[config.mk]
export PLATFORM = sky130hd
export DESIGN_NAME = mips_pipeline_stage_reg
export DESIGN_NICKNAME = d
export VERILOG_FILES = /design/src/rtl/mips_pipeline_stage_reg.sv
export SDC_FILE = /design/constraint.sdc
export NUM_CORES = 1
export LEC_CHECK = 0
export ABC_AREA = 1
export CAP_MARGIN = 20
export CELL_PAD_IN_SITES_DETAIL_PLACEMENT = 1
export CELL_PAD_IN_SITES_GLOBAL_PLACEMENT = 1
export CORE_MARGIN = 2
export CORE_UTILIZATION = 29
export DETAILED_ROUTE_END_ITERATION = 16
export GPL_TIMING_DRIVEN = 0
export PLACE_DENSITY_LB_ADDON = 0.25
export SYNTH_ARGS = -nofsm -noshare
export SYNTH_HDL_FRONTEND = slang
export SYNTH_SLANG_ARGS = --single-unit
[constraint.sdc]
create_clock -name clock -period 1.9 [get_ports clock]
set_clock_uncertainty 0.1 [all_clocks]
set_input_delay 0.285 -clock clock [delete_from_list [all_inputs] [get_ports clock]]
set_output_delay 0.285 -clock clock [all_outputs]
set_load 0.01 [all_outputs]
[src/rtl/mips_pipeline_stage_reg.sv]
// Inter-stage pipeline register with valid/ready handshake, flush bubbles and a saturating stall counter.
// Define MIPS_PIPELINE_STAGE_SKID_EN to add a skid entry and make inReady a pure register output.
module mips_pipeline_stage_reg #(
    parameter int               WIDTH       = 32,
    parameter logic [WIDTH-1:0] RESET_VALUE = '0,
    parameter int               CNT_W       = 16
) (
    input  logic             clock,
    input  logic             reset,
    input  logic             inValid,
    output logic             inReady,
    input  logic [WIDTH-1:0] inData,
    output logic             outValid,
    input  logic             outReady,
    output logic [WIDTH-1:0] outData,
    input  logic             flush,
    output logic [CNT_W-1:0] stallCount
);

    typedef enum logic [1:0] {
        SRC_HOLD   = 2'd0,
        SRC_IN     = 2'd1,
        SRC_SKID   = 2'd2,
        SRC_BUBBLE = 2'd3
    } main_src_t;

    localparam logic [CNT_W-1:0] CNT_MAX = '1;

    logic             main_valid_reg;
    logic             main_valid_next;
    logic [WIDTH-1:0] main_data_reg;
    logic [WIDTH-1:0] main_data_next;
    logic [CNT_W-1:0] stall_cnt_reg;
    logic [CNT_W-1:0] stall_cnt_next;
    logic [WIDTH-1:0] skid_data;
    logic             in_ready;
    logic             stalled;
    main_src_t        main_src;

    assign stalled = main_valid_reg && !outReady;

    // A flush cycle is not counted as a stall: the stalled bundle is being killed.
    always_comb begin
        stall_cnt_next = stall_cnt_reg;
        if (stalled && !flush && (stall_cnt_reg != CNT_MAX)) begin
            stall_cnt_next = stall_cnt_reg + 1'b1;
        end
    end

`ifdef MIPS_PIPELINE_STAGE_SKID_EN
    logic             skid_valid_reg;
    logic             skid_valid_next;
    logic [WIDTH-1:0] skid_data_reg;
    logic [WIDTH-1:0] skid_data_next;
    logic             ready_reg;
    logic             in_fire;
    logic             main_free;
    logic             load_skid;

    assign in_ready  = ready_reg;
    assign in_fire   = inValid && ready_reg;
    assign main_free = !main_valid_reg || outReady;
    assign skid_data = skid_data_reg;

    always_comb begin
        main_valid_next = main_valid_reg;
        skid_valid_next = skid_valid_reg;
        main_src        = SRC_HOLD;
        load_skid       = 1'b0;
        if (flush) begin
            main_valid_next = 1'b0;
            skid_valid_next = 1'b0;
            main_src        = SRC_BUBBLE;
        end else if (main_free) begin
            if (skid_valid_reg) begin
                // Older skid entry moves forward first to keep FIFO order.
                main_valid_next = 1'b1;
                main_src        = SRC_SKID;
                skid_valid_next = in_fire;
                load_skid       = in_fire;
            end else begin
                main_valid_next = in_fire;
                if (in_fire) begin
                    main_src = SRC_IN;
                end
            end
        end else if (in_fire) begin
            skid_valid_next = 1'b1;
            load_skid       = 1'b1;
        end
    end

    always_comb begin
        skid_data_next = skid_data_reg;
        if (flush) begin
            skid_data_next = RESET_VALUE;
        end else if (load_skid) begin
            skid_data_next = inData;
        end
    end

    always_ff @(posedge clock) begin
        if (!reset) begin
            skid_valid_reg <= 1'b0;
            skid_data_reg  <= RESET_VALUE;
            ready_reg      <= 1'b1;
        end else begin
            skid_valid_reg <= skid_valid_next;
            skid_data_reg  <= skid_data_next;
            ready_reg      <= !skid_valid_next;
        end
    end
`else
    // Flush forces ready so an upstream stage can always drain into the bubble.
    assign in_ready  = flush || !main_valid_reg || outReady;
    assign skid_data = RESET_VALUE;

    always_comb begin
        main_valid_next = main_valid_reg;
        main_src        = SRC_HOLD;
        if (flush) begin
            main_valid_next = 1'b0;
            main_src        = SRC_BUBBLE;
        end else if (!main_valid_reg || outReady) begin
            main_valid_next = inValid;
            if (inValid) begin
                main_src = SRC_IN;
            end
        end
    end
`endif

    genvar gi;
    generate
        for (gi = 0; gi < WIDTH; gi++) begin : g_main_mux
            always_comb begin
                case (main_src)
                    SRC_IN:     main_data_next[gi] = inData[gi];
                    SRC_SKID:   main_data_next[gi] = skid_data[gi];
                    SRC_BUBBLE: main_data_next[gi] = RESET_VALUE[gi];
                    default:    main_data_next[gi] = main_data_reg[gi];
                endcase
            end
        end
    endgenerate

    always_ff @(posedge clock) begin
        if (!reset) begin
            main_valid_reg <= 1'b0;
            main_data_reg  <= RESET_VALUE;
            stall_cnt_reg  <= '0;
        end else begin
            main_valid_reg <= main_valid_next;
            main_data_reg  <= main_data_next;
            stall_cnt_reg  <= stall_cnt_next;
        end
    end

    assign inReady    = in_ready;
    assign outValid   = main_valid_reg;
    assign outData    = main_data_reg;
    assign stallCount = stall_cnt_reg;

endmodule

==> results.txt <==
----------------------------------------------------
[Timing]
  Unrepaired setup endpoints after global routing ... false
  Least-Margin Pin Slew ... 0.482 ns
  Max-slew headroom at the worst pin ... 67.9%
  Final setup violation count ... 0
  Final max-slew violation count ... 0
  Period utilization ... 91.4%
  Number of hold violations in the final report ... 0
  Shortest clock period the worst path allows after layout ... 1.74 ns
  Post-route setup slack ... 0.163 ns
  Achievable Freq ... 576 MHz

[GRT]
  GR Util All Layers ... 16.7%
  Largest net degree at the start of global routing ... 15
  Number of antenna violations at the first check in global routing ... 0
  Vias in the first global route ... 2187
  Wire length of the first global-routing pass ... 10200 um
  Overflow after GRT ... 0

[Setup path]
  Highest cell delay on the worst timing path ... 0.59 ns
  Worst setup path category ... flop to output port
  Peak fanout along the critical path ... 7
  Critical path's slowest cell ... clkdlybuf4s50_1
  Arrival time worst endpoint ... 1.35 ns
  Worst path bufs/invs ... 1
  Data required, critical path ... 1.51 ns
  Worst setup EP type ... output port
  Top delay family on crit path ... buffers and inverters
  Critical path launch point type ... flop
  List of cells traversed by the critical path ... clkdlybuf4s50_1

[CTS]
  TritonCTS clock tree ... yes
  CTS sink cnt ... 49
  Clock slew at the register clock pins of the worst setup and hold paths ... 0.09 ns
  Post-cts hold buffer count ... 0
  Inserted Clock Buffers ... 5
  H-tree depth reported by CTS ... 2
  Maximum clock insertion buffer count ... 2
  Library cell used as clock root buffer ... clkbuf_8
  Source-to-sink clock delay at the later pin of the worst-skew pair ... 0.31 ns
  CTS resizes ... 2
  Number of buffers added for setup after CTS ... 0

[Die]
  Die extent in y ... 88.3 um
  Number of standard-cell rows in the floorplan ... 30
  Floorplan core area ... 6830 um2
  Effective utilization at floorplan ... 30.1%
  Area of the die ... 7790 um2
  Die X ... 88.3 um
  I/O pin count ... 87

[Route]
  First-pass detailed-route iteration total ... 3
  Count of unresolved DRC violations after routing ... 0
  Routed Wire Length ... 6250 um
  Initial DRC Count ... 64
  Detail Route Antenna Nets ... 0
  Post-DR vias/cell ... 4.55
  Vias after detailed routing ... 2210
  WL per Instance ... 12.9 um

[Placed design]
  Half-perimeter wire length after detailed placement ... 4810 um
  Placed instance area ... 3030 um2
  Routability congestion estimate from global placement ... 0.754
  Total of buffers placed on input and output ports ... 85
  Worst slack, placed ... -0.153 ns

[Hold path]
  Worst hold path class ... primary input to flop

[Status]
  Status ... complete, no violations

[Synth]
  Count of unique library cells instantiated by Yosys ... 17
  Post-Syn Area per Cell ... 6.91 um2
  Number of warning messages in the yosys log ... 0
  Number of synthesized register bits ... 49
  Post-synthesis instance area ... 2060 um2
  Synth Net Count ... 336
  Sequential element share of the synthesized area ... 47.6%
  Post-synthesis instance total ... 298

[Finish]
  Total non-filler cell area in the finished layout ... 3120 um2
  Layout cells sized above 1 ... 6.41%
  Area grow syn2layout ... 51.3%
  Total inserted antenna cells ... 0
  Number of nets in the layout ... 428

[Flow run]
  Maxcap violations ... 0

[Pwr]
  Total power per unit cell area ... 641 nW/um2
  Worst voltage drop across the vdd grid ... 0.277 mV
  Leakage power ... 1.21 nW

----------------------------------------------------
-- layout by cell type (no fill, tap or decap), drive strengths merged --
cell / n
nand4: 2
inv: 15
buf: 10
nor3: 34
nand3b: 1
dlygate4sd2: 1
ha: 1
clkinv: 1
clkdlybuf4s50: 84
nand2: 43
clkbuf: 9
nor2: 107
nand3: 18
a21oi: 13
o21ai: 2
dfxtp: 49
-- worst paths after layout --
check | from | endpoint | slack (ns) | cells after the start
worst max-delay path | stallCount[3] | stallCount[3] | 0.16 | 1
worst min-delay path | reset | stallCount[2] | 0.19 | 3
worst min register to register | outData[15] | outData[15] | 0.40 | 2
worst max register to register | stallCount[0] | stallCount[11] | 0.26 | 6
-- Yosys cell counts --
| master | count | share of area, % |
|---|---|---|
| nand4_1 | 2 | 0.61 |
| a21oi_1 | 13 | 3.2 |
| nor3_1 | 34 | 8.3 |
| nand3b_1 | 1 | 0.36 |
| o21ai_0 | 2 | 0.49 |
| dfxtp_1 | 49 | 48 |
| inv_2 | 1 | 0.18 |
| inv_1 | 14 | 2.6 |
| ha_1 | 1 | 0.61 |
| buf_6 | 2 | 1.1 |
| buf_2 | 8 | 1.9 |
| nand2_2 | 3 | 0.91 |
| nand2_1 | 40 | 7.3 |
| nor2_1 | 103 | 19 |
| nand3_1 | 18 | 4.4 |
| clkbuf_1 | 3 | 0.55 |
| nor2_2 | 4 | 1.2 |
-- area by class of cell --
cell class / count / area [um2]
flip-flops and latches: 49 / 981
clock buffers: 6 / 72.6
inverters: 15 / 56.3
plain buffers: 13 / 73.8
multi-input cells: 221 / 953
well taps: 96 / 120
clock inverters: 1 / 8.76
fillers: 899 / 3720
repair buffers: 85 / 850
-- state kept, by name, summed over array words and instances (netlist names) --
register    count
outData        32
stallCount     16
outValid        1
-- metrics by stage --
stage | TNS (ns) | util [%] | power, mW | cells | hold slack, ns
2_1_floorplan | 0 | - | 1.23 | 298 | 0.364
3_3_place_gp | -0.150 | 44.4 | 1.41 | 479 | 0.376
3_5_place_dp | -0.313 | 44.4 | 1.41 | 479 | 0.380
4_1_cts | 0 | 45.6 | 2.03 | 486 | 0.187
5_1_grt | 0 | 45.6 | 2.10 | 486 | 0.207
6_report | 0 | 45.6 | 2.00 | 486 | 0.186
-- layer usage --
metal	GRT usage, %	share of wire (%)	wire, um	vias to the layer above
li1	-	-	-	1132
met1	20.0	43	2710	1017
met2	27.3	47	2930	55
met3	7.18	8.4	524	6
met4	5.23	1.3	79	0
met5	0	0	0	-
-- kinds of logic (layout without fill, tap and decap cells) --
kind of cell | count (synthesis) | in the layout | share of synthesized area, %
fa+ha+maj | 1 | 1 | 0.607
buf+inv | 28 | 120 | 6.32
compound gates | 15 | 15 | 3.65
simple gates | 205 | 205 | 41.8
flops | 49 | 49 | 47.6
-- power by group --
| part | switching [mW] | internal, mW |
|---|---|---|
| clock network | 0.357 | 0.256 |
| registers | 0.0204 | 1.07 |
| logic | 0.131 | 0.168 |
| total | 0.508 | 1.49 |
(Power assumes the default switching activity.)
